`src/rtl/qformat_mac.sv`:
```
// qformat_mac: signed Q-format multiply-accumulate with a saturating
// accumulator, round-half-up requantization and a one-deep result holding
// register with a valid/ready handshake on both sides.
//
// One dot product is accumulated in ACC. The beat flagged in_last moves the
// block to HOLD. The rounded and saturated result is captured on that same
// edge, so out_valid rises one clock after the last beat. The result stays
// in HOLD until it is handed off. The handoff clears the accumulator and the
// sticky overflow flag, ready for the next product.
module qformat_mac #(
    parameter int DATA_W = 8,
    parameter int FRAC_W = 7,
    parameter int ACC_W  = 24
) (
    input  logic              clk,
    input  logic              reset,
    input  logic [DATA_W-1:0] a_data,
    input  logic [DATA_W-1:0] b_data,
    input  logic              in_valid,
    input  logic              in_last,
    output logic              in_ready,
    output logic [DATA_W-1:0] out_data,
    output logic              out_sat,
    output logic              out_valid,
    input  logic              out_ready
);

    localparam int PROD_W = 2 * DATA_W;

    // Saturation bounds of the accumulator and of the output word.
    localparam logic [ACC_W-1:0]  ACC_MAX = {1'b0, {(ACC_W-1){1'b1}}};
    localparam logic [ACC_W-1:0]  ACC_MIN = {1'b1, {(ACC_W-1){1'b0}}};
    localparam logic [DATA_W-1:0] OUT_MAX = {1'b0, {(DATA_W-1){1'b1}}};
    localparam logic [DATA_W-1:0] OUT_MIN = {1'b1, {(DATA_W-1){1'b0}}};

    // Half an output LSB. Adding it before the arithmetic shift rounds half up.
    localparam logic [ACC_W:0] ROUND_K =
        (FRAC_W > 0) ? (ACC_W+1)'(1) << (FRAC_W - 1) : '0;

    typedef enum logic {
        ST_ACC  = 1'b0,
        ST_HOLD = 1'b1
    } state_t;

    state_t            state_reg;
    state_t            state_next;
    logic [ACC_W-1:0]  acc_reg;
    logic              sticky_reg;
    logic [DATA_W-1:0] out_data_reg;
    logic              out_sat_reg;

    logic              accept;
    logic              handoff;
    logic [PROD_W-1:0] product;
    logic [ACC_W:0]    sum_wide;
    logic              acc_ovf;
    logic [ACC_W-1:0]  acc_next;
    logic [ACC_W:0]    rnd_sum;
    logic [ACC_W:0]    shifted;
    logic [ACC_W:DATA_W-1] shifted_hi;
    logic              q_ovf;
    logic [DATA_W-1:0] q_data;

    assign accept  = (state_reg == ST_ACC) && in_valid;
    assign handoff = (state_reg == ST_HOLD) && out_ready;

    // Datapath: product, saturating accumulate, round, shift and clamp.
    always_comb begin
        product  = PROD_W'($signed(a_data) * $signed(b_data));
        // One guard bit above the accumulator shows whether the add overflowed.
        sum_wide = {acc_reg[ACC_W-1], acc_reg}
                 + {{(ACC_W+1-PROD_W){product[PROD_W-1]}}, product};
        acc_ovf  = sum_wide[ACC_W] ^ sum_wide[ACC_W-1];
        if (acc_ovf) begin
            acc_next = sum_wide[ACC_W] ? ACC_MIN : ACC_MAX;
        end else begin
            acc_next = sum_wide[ACC_W-1:0];
        end
        // The guard bit also keeps the rounding constant from wrapping ACC_MAX.
        rnd_sum    = {acc_next[ACC_W-1], acc_next} + ROUND_K;
        shifted    = $unsigned($signed(rnd_sum) >>> FRAC_W);
        shifted_hi = shifted[ACC_W:DATA_W-1];
        // The value fits the output word only if every bit from the output
        // sign bit upward is a copy of that sign bit.
        q_ovf      = !((&shifted_hi) || !(|shifted_hi));
        if (q_ovf) begin
            q_data = shifted[ACC_W] ? OUT_MIN : OUT_MAX;
        end else begin
            q_data = shifted[DATA_W-1:0];
        end
    end

    // State register.
    always_ff @(posedge clk or negedge reset) begin
        if (!reset) begin
            state_reg <= ST_ACC;
        end else begin
            state_reg <= state_next;
        end
    end

    // Next-state logic: the last beat enters HOLD, and the handoff leaves it.
    always_comb begin
        state_next = state_reg;
        case (state_reg)
            ST_ACC:  if (in_valid && in_last) state_next = ST_HOLD;
            ST_HOLD: if (out_ready)           state_next = ST_ACC;
            default: state_next = ST_ACC;
        endcase
    end

    // Output logic: each handshake signal is decoded straight from the state.
    always_comb begin
        in_ready  = 1'b0;
        out_valid = 1'b0;
        case (state_reg)
            ST_ACC:  in_ready  = 1'b1;
            ST_HOLD: out_valid = 1'b1;
            default: in_ready  = 1'b0;
        endcase
    end

    // Accumulator and sticky overflow. Both are cleared only when the result is handed off.
    always_ff @(posedge clk or negedge reset) begin
        if (!reset) begin
            acc_reg    <= '0;
            sticky_reg <= 1'b0;
        end else if (handoff) begin
            acc_reg    <= '0;
            sticky_reg <= 1'b0;
        end else if (accept) begin
            acc_reg    <= acc_next;
            sticky_reg <= sticky_reg | acc_ovf;
        end
    end

    // Result register. It loads on the last beat and then holds through HOLD.
    always_ff @(posedge clk or negedge reset) begin
        if (!reset) begin
            out_data_reg <= '0;
            out_sat_reg  <= 1'b0;
        end else if (accept && in_last) begin
            out_data_reg <= q_data;
            out_sat_reg  <= sticky_reg | acc_ovf | q_ovf;
        end
    end

    assign out_data = out_data_reg;
    assign out_sat  = out_sat_reg;

endmodule

```
`config.mk`:
```
export PLATFORM = sky130hd
export DESIGN_NAME = qformat_mac
export DESIGN_NICKNAME = d
export VERILOG_FILES = /design/src/rtl/qformat_mac.sv
export SDC_FILE = /design/constraint.sdc
export NUM_CORES = 1
export LEC_CHECK = 0
export CAP_MARGIN = 0
export CORE_UTILIZATION = 49
export CTS_BUF_LIST = sky130_fd_sc_hd__clkbuf_4 sky130_fd_sc_hd__clkbuf_8
export CTS_CLUSTER_SIZE = 28
export DETAILED_ROUTE_END_ITERATION = 8
export GPL_TIMING_DRIVEN = 0
export PLACE_DENSITY = 0.69
export SLEW_MARGIN = 20
export SYNTH_ARGS = -nofsm -noshare
export SYNTH_HDL_FRONTEND = slang
export SYNTH_SLANG_ARGS = --single-unit
```
`constraint.sdc`:
```
create_clock -name clk -period 17.3 [get_ports clk]
set_input_delay 3.46 -clock clk [delete_from_list [all_inputs] [get_ports clk]]
set_output_delay 3.46 -clock clk [all_outputs]
set_load 0.01 [all_outputs]
```
==> run_results.csv, run 1 <==
group,metric,value,unit
run_status,status,"finished clean",
clock_network,cts_sinks,35,
timing,rsz0062_at_grt,"no",
clock_network,cts_hold_buf,0,
layout,antenna_cells,0,
min_path,min_from,"out_data[7]$_DFFE_PN0P_",
drt,finalWirelength,16400,um
drt,vias_per_cell,5.70,
floorplan,row_count,42,
floorplan,dieWidth,120,um
setup_path,cp_common_cell,"fa_1",
synth,synth_area,6820,sq um
timing,max_slew_margin,37.7,%
drt,wl_per_cell,17.1,um
timing,tightest_slew,929,ps
layout,largest_reg_flops,24,
layout,multiInputGateArea,5460,sq um
placement,dp.cells,952,
setup_path,worstReg2RegEnd,"out_data[0]$_DFFE_PN0P_",
run,drv_cap,0,
min_path,min_to,"out_data[7]$_DFFE_PN0P_",
placement,numPortBuffers,30,
timing,finalSetupTns,0,ps
setup_path,cp.required,17460,ps
synth,syn_inst,745,
layout,fillers,1218,
drt,drc,0,
synth,syn-num-nets,931,
clock_network,clock_latency,300,ps
placement,hpwl,13800,um
timing,finalClockSkew,9.27,ps
layout,drive_above_1_share,5.74,%
grt,grt_max_degree,28,
clock_network,clkTransAtPathRegs,80,ps
drt,vias,5469,
setup_path,cpMaxStageDelayCell,"and2_1",
clock_network,ctsHtreeMaxLevel,2,
synth,async_flop_share,100,%
synth,synth_area_per_cell,9.15,sq um
setup_path,rr_worst_depth,29,
floorplan,core,13400,sq um
min_path,hold_class,"flip-flop to flip-flop",
floorplan,start_util,50.9,%
timing,hold-worst-slack,493,ps
clock_network,post_cts_buffers,0,
layout,syn2layout_area_growth,9.58,%
timing,fin_crit,12660,ps
layout,final_cells,960,
floorplan,io_pins,32,
drt,dr.pass1.iters,5,
grt,grt_util_all_layers,25.1,%
setup_path,cp.arrival,12820,ps
floorplan,die_y,120,um
setup_path,critPathKind,"input pin to flip-flop",
grt,grt_pass1_vias,5777,
clock_network,root_buffer,"clkbuf_8",
clock_network,cts_tree,"yes",
clock_network,clk_path_buf_depth,2,
drt,ant_nets,0,
placement,gp_congestion,0.933,
synth,synth-edff-count,0,
floorplan,die_area,14400,sq um
setup_path,critPathMaxFanout,16,
setup_path,max_stage_delay,790,ps
setup_path,crit_path_start_kind,"input pin",
grt,antenna_found_initial,0,
clock_network,cts_made_buffers,5,
setup_path,reg2reg_setup_slack,8700,ps
synth,ys_ff_latch,35,
timing,max_freq,0.0790,GHz
timing,hold_viol_final,0,
timing,post-route-period-util,73.2,%
synth,ys_seq_area_share,12.8,%
min_path,hold_depth,2,
synth,ys.flop_type,"dfrtp_1",
timing,setup_viol,0,
clock_network,cts_resized,0,
grt,grt_pass1_wl,29100,um
setup_path,endpoint_kind,"flip-flop",
timing,slew_viol_final,0,
layout,nets,969,
layout,regArea,876,sq um
synth,ys_warn_count,0,
setup_path,rr_startpoint,"acc_reg[21]$_DFFE_PN0P_",
drt,drt_iter0_drc,349,
synth,synth_cell_types,78,
grt,overflow,0,
==> layer usage <==
metal / part of all wire, % / vias to the layer above / global-route usage [%]
met3: 3.3 / 14 / 1.90
met1: 48 / 2748 / 36.7
li1: - / 2588 / -
met5: 0 / - / 0
met2: 48 / 119 / 41.2
met4: 0.94 / 0 / 4.22
==> cell families (layout without fill, tap and decap cells) <==
family | count (synthesis) | count (layout) | share of synthesized area [%]
AOI/OAI and AO/OA | 161 | 161 | 16.3
DFF | 35 | 35 | 12.8
adders and majority gates | 166 | 166 | 42.3
muxes | 4 | 4 | 0.624
and+or+nand+nor | 228 | 228 | 17.0
buffers and inverters | 125 | 164 | 7.14
xor gates and xnor gates | 26 | 26 | 3.74
==> worst max-delay path by stage <==
stage          startpoint                       to  slack, ps
2_1_floorplan   b_data[1]  out_data[2]$_DFFE_PN0P_       6380
3_3_place_gp    a_data[7]  out_data[5]$_DFFE_PN0P_       4320
3_5_place_dp    a_data[7]  out_data[0]$_DFFE_PN0P_       4450
4_1_cts         a_data[7]  out_data[0]$_DFFE_PN0P_       4720
5_1_grt         b_data[2]  out_data[0]$_DFFE_PN0P_       3920
6_report        a_data[7]  out_data[0]$_DFFE_PN0P_       4640
==> synthesized netlist by cell type (all sizes together), types with 6 or more instances <==
cell    instances  area (sq um)
a21oi          38           194
o211ai          6          63.8
buf             7          43.8
and2           40           250
nand2          68           255
ha             57           713
nand4           7          43.8
a21o           12          92.6
o22ai           7          43.8
nor2           45           169
xor2            9          78.8
nand3          14          70.1
nor4            7          58.8
dfrtp          35           876
and3            7          43.8
o21ai          43           215
fa            108          2160
inv           103           387
xnor2          15           131
a211oi         13           115
clkbuf         14          52.6
nor3           17          95.1
==> layout make-up <==
class,instances,share of cell area [%]
buffer,21,1.29
clock buffer,5,0.921
clock inverter,3,0.636
inverter,104,5.23
multi-input combinational,585,73.0
sequential,35,11.7
tap,176,2.95
timing repair buffer,31,4.22
==> cells in the final DEF, fill, tap and decap left out, types with 11 or more instances in the layout <==
master           instances
nand3_1                 14
fa_1                   108
dfrtp_1                 35
ha_1                    57
a21oi_1                 37
a211oi_1                11
inv_1                  103
nand2_1                 68
xnor2_1                 15
and2_1                  38
nor3_1                  15
clkdlybuf4s50_1         29
clkbuf_1                14
o21ai_0                 42
nor2_1                  45
==> worst max-delay path: cells and delay by family <==
| kind | cells | cell delay (ps) |
|---|---|---|
| adder cells (fa/ha/maj) | 7 | 3030 |
| buffers and inverters | 3 | 1410 |
| AO/OA/AOI/OAI | 9 | 2350 |
| AND/OR/NAND/NOR | 9 | 2530 |
==> per-stage QoR <==
step                      cell area [sq um]  util (%)  setup slack [ps]
final                                  7470      55.8              4640
after global routing                   7470      55.8              3920
after CTS                              7470      55.8              4720
after detailed placement               7350      54.9              4450
after global placement                 7340      54.8              4320
after floorplan                        6820         -              6380
Power of run 1 is left out: the tool's default activity adds up to more than one toggle a clock period on the data nets, which glitch-free logic cannot reach.
==> run 2: changes to the inputs <==
Settings changed: PLACE_DENSITY 0.69 to 0.71.
Clock period 17.3 ns to 11.02 ns, I/O delays scaled along.
==> run_results.csv, run 2 (synthesis gave the netlist of run 1 again) <==
group,metric,value,unit
layout,largest_reg_flops,24,
min_path,min_to,"acc_reg[3]$_DFFE_PN0P_",
setup_path,crit_path_start_kind,"input pin",
timing,slew_viol_final,0,
setup_path,cpMaxStageDelayCell,"clkdlybuf4s50_1",
clock_network,clock_latency,310,ps
clock_network,root_buffer,"clkbuf_8",
layout,regArea,876,sq um
layout,drive_above_1_share,7.26,%
layout,syn2layout_area_growth,10.3,%
setup_path,endpoint_kind,"flip-flop",
layout,layout_common_cells,"fa_1 (106), inv_1 (103), nand2_1 (67), ha_1 (56), nor2_1 (45)",
setup_path,critPathMaxFanout,17,
clock_network,ctsHtreeMaxLevel,2,
clock_network,clkTransAtPathRegs,80,ps
timing,fin_crit,10440,ps
placement,numPortBuffers,30,
clock_network,cts_hold_buf,0,
setup_path,reg2reg_setup_slack,3100,ps
setup_path,cp_common_cell,"fa_1",
drt,drc,0,
grt,grt_max_degree,30,
floorplan,core,13400,sq um
timing,hold_viol_final,0,
timing,tightest_slew,895,ps
floorplan,die_y,120,um
min_path,hold_class,"flip-flop to flip-flop",
run_status,status,"finished clean",
drt,drt_iter0_drc,296,
layout,nets,970,
timing,max_slew_margin,40.0,%
grt,overflow,0,
setup_path,rr_startpoint,"acc_reg[6]$_DFFE_PN0P_",
floorplan,dieWidth,120,um
layout,antenna_cells,0,
timing,max_freq,0.0958,GHz
timing,setup_viol,0,
layout,fillers,1222,
placement,gp_congestion,0.862,
setup_path,critPathKind,"input pin to flip-flop",
timing,finalClockSkew,12.4,ps
setup_path,rr_worst_depth,30,
setup_path,cp.required,11230,ps
clock_network,clk_path_buf_depth,2,
grt,grt_pass1_wl,28800,um
grt,antenna_found_initial,0,
min_path,min_from,"acc_reg[3]$_DFFE_PN0P_",
setup_path,worstReg2RegEnd,"out_data[4]$_DFFE_PN0P_",
layout,multiInputGateArea,5480,sq um
layout,final_util,56.1,%
timing,rsz0062_at_grt,"no",
drt,vias,5631,
run,drv_cap,0,
drt,wl_per_cell,17.0,um
floorplan,start_util,50.9,%
placement,hpwl,13600,um
layout,final_common_cell,"fa_1",
setup_path,cp.arrival,10650,ps
drt,ant_nets,0,
setup_path,max_stage_delay,660,ps
floorplan,io_pins,32,
floorplan,row_count,42,
drt,vias_per_cell,5.86,
clock_network,cts_sinks,35,
floorplan,die_area,14400,sq um
min_path,hold_depth,2,
timing,finalSetupTns,0,ps
clock_network,cts_made_buffers,5,
clock_network,cts_tree,"yes",
timing,hold-worst-slack,495,ps
timing,post-route-period-util,94.8,%
drt,dr.pass1.iters,5,
drt,finalWirelength,16400,um
grt,grt_util_all_layers,24.8,%
grt,grt_pass1_vias,5888,
[run 2: cell count changes in the layout (fill, tap and decap cells not counted), moves of 2 or more]
cell      before  now
o21ai_0       42   40
fa_2           0    2
clkbuf_1      14   11
buf_4          1    3
fa_1         108  106
[run 2: worst max-delay path: cells and delay by family]
kind	cells	cell delay, ps
and+or+nand+nor	9	2250
adders and majority gates	7	3080
buffers and inverters	6	1300
AOI/OAI and AO/OA	8	1800
[run 2: layout make-up]
type | instances | share of cell area, %
Buffer | 20 | 1.30
Clock buffer | 6 | 1.10
Clock inverter | 2 | 0.516
Inverter | 104 | 5.19
Multi-Input combinational cell | 585 | 72.9
Sequential cell | 35 | 11.6
Tap cell | 176 | 2.93
Timing Repair Buffer | 33 | 4.43
[run 2: through the flow]
stage	setup slack, ps	area (sq um)	instances
6_report	578	7520	961
3_5_place_dp	-959	7350	952
2_1_floorplan	1360	6820	745
4_1_cts	91.4	7500	962
5_1_grt	70.9	7520	961
3_3_place_gp	-789	7340	951
[run 2: how the worst max path moves through the flow]
stage                    from                       to  slack (ps)  cells after the start
floorplan           b_data[1]  out_data[2]$_DFFE_PN0P_        1360                     28
global placement    b_data[0]  out_data[5]$_DFFE_PN0P_        -790                     28
detailed placement  b_data[0]  out_data[5]$_DFFE_PN0P_        -960                     28
CTS                 a_data[7]  out_data[4]$_DFFE_PN0P_          90                     31
global route        b_data[2]  out_data[4]$_DFFE_PN0P_          70                     31
finish              b_data[0]  out_data[4]$_DFFE_PN0P_         580                     30
[run 2: timing repair]
| action | in CTS | in global routing |
|---|---|---|
| setup buffers | 2 | 0 |
| endpoints found under the setup margin | 8 | 9 |
| endpoints found under the hold margin | 0 | 0 |
| pin swaps | 1 | 0 |
| resized for setup | 7 | 11 |
[run 2: metal layers]
metal	track usage [%]	vias up	routed length (um)
met5	0	-	0
met2	41.5	184	7820
met3	1.85	42	787
li1	-	2583	-
met4	7.66	0	450
met1	34.4	2822	7290
Power of run 2 is left out for the same reason.
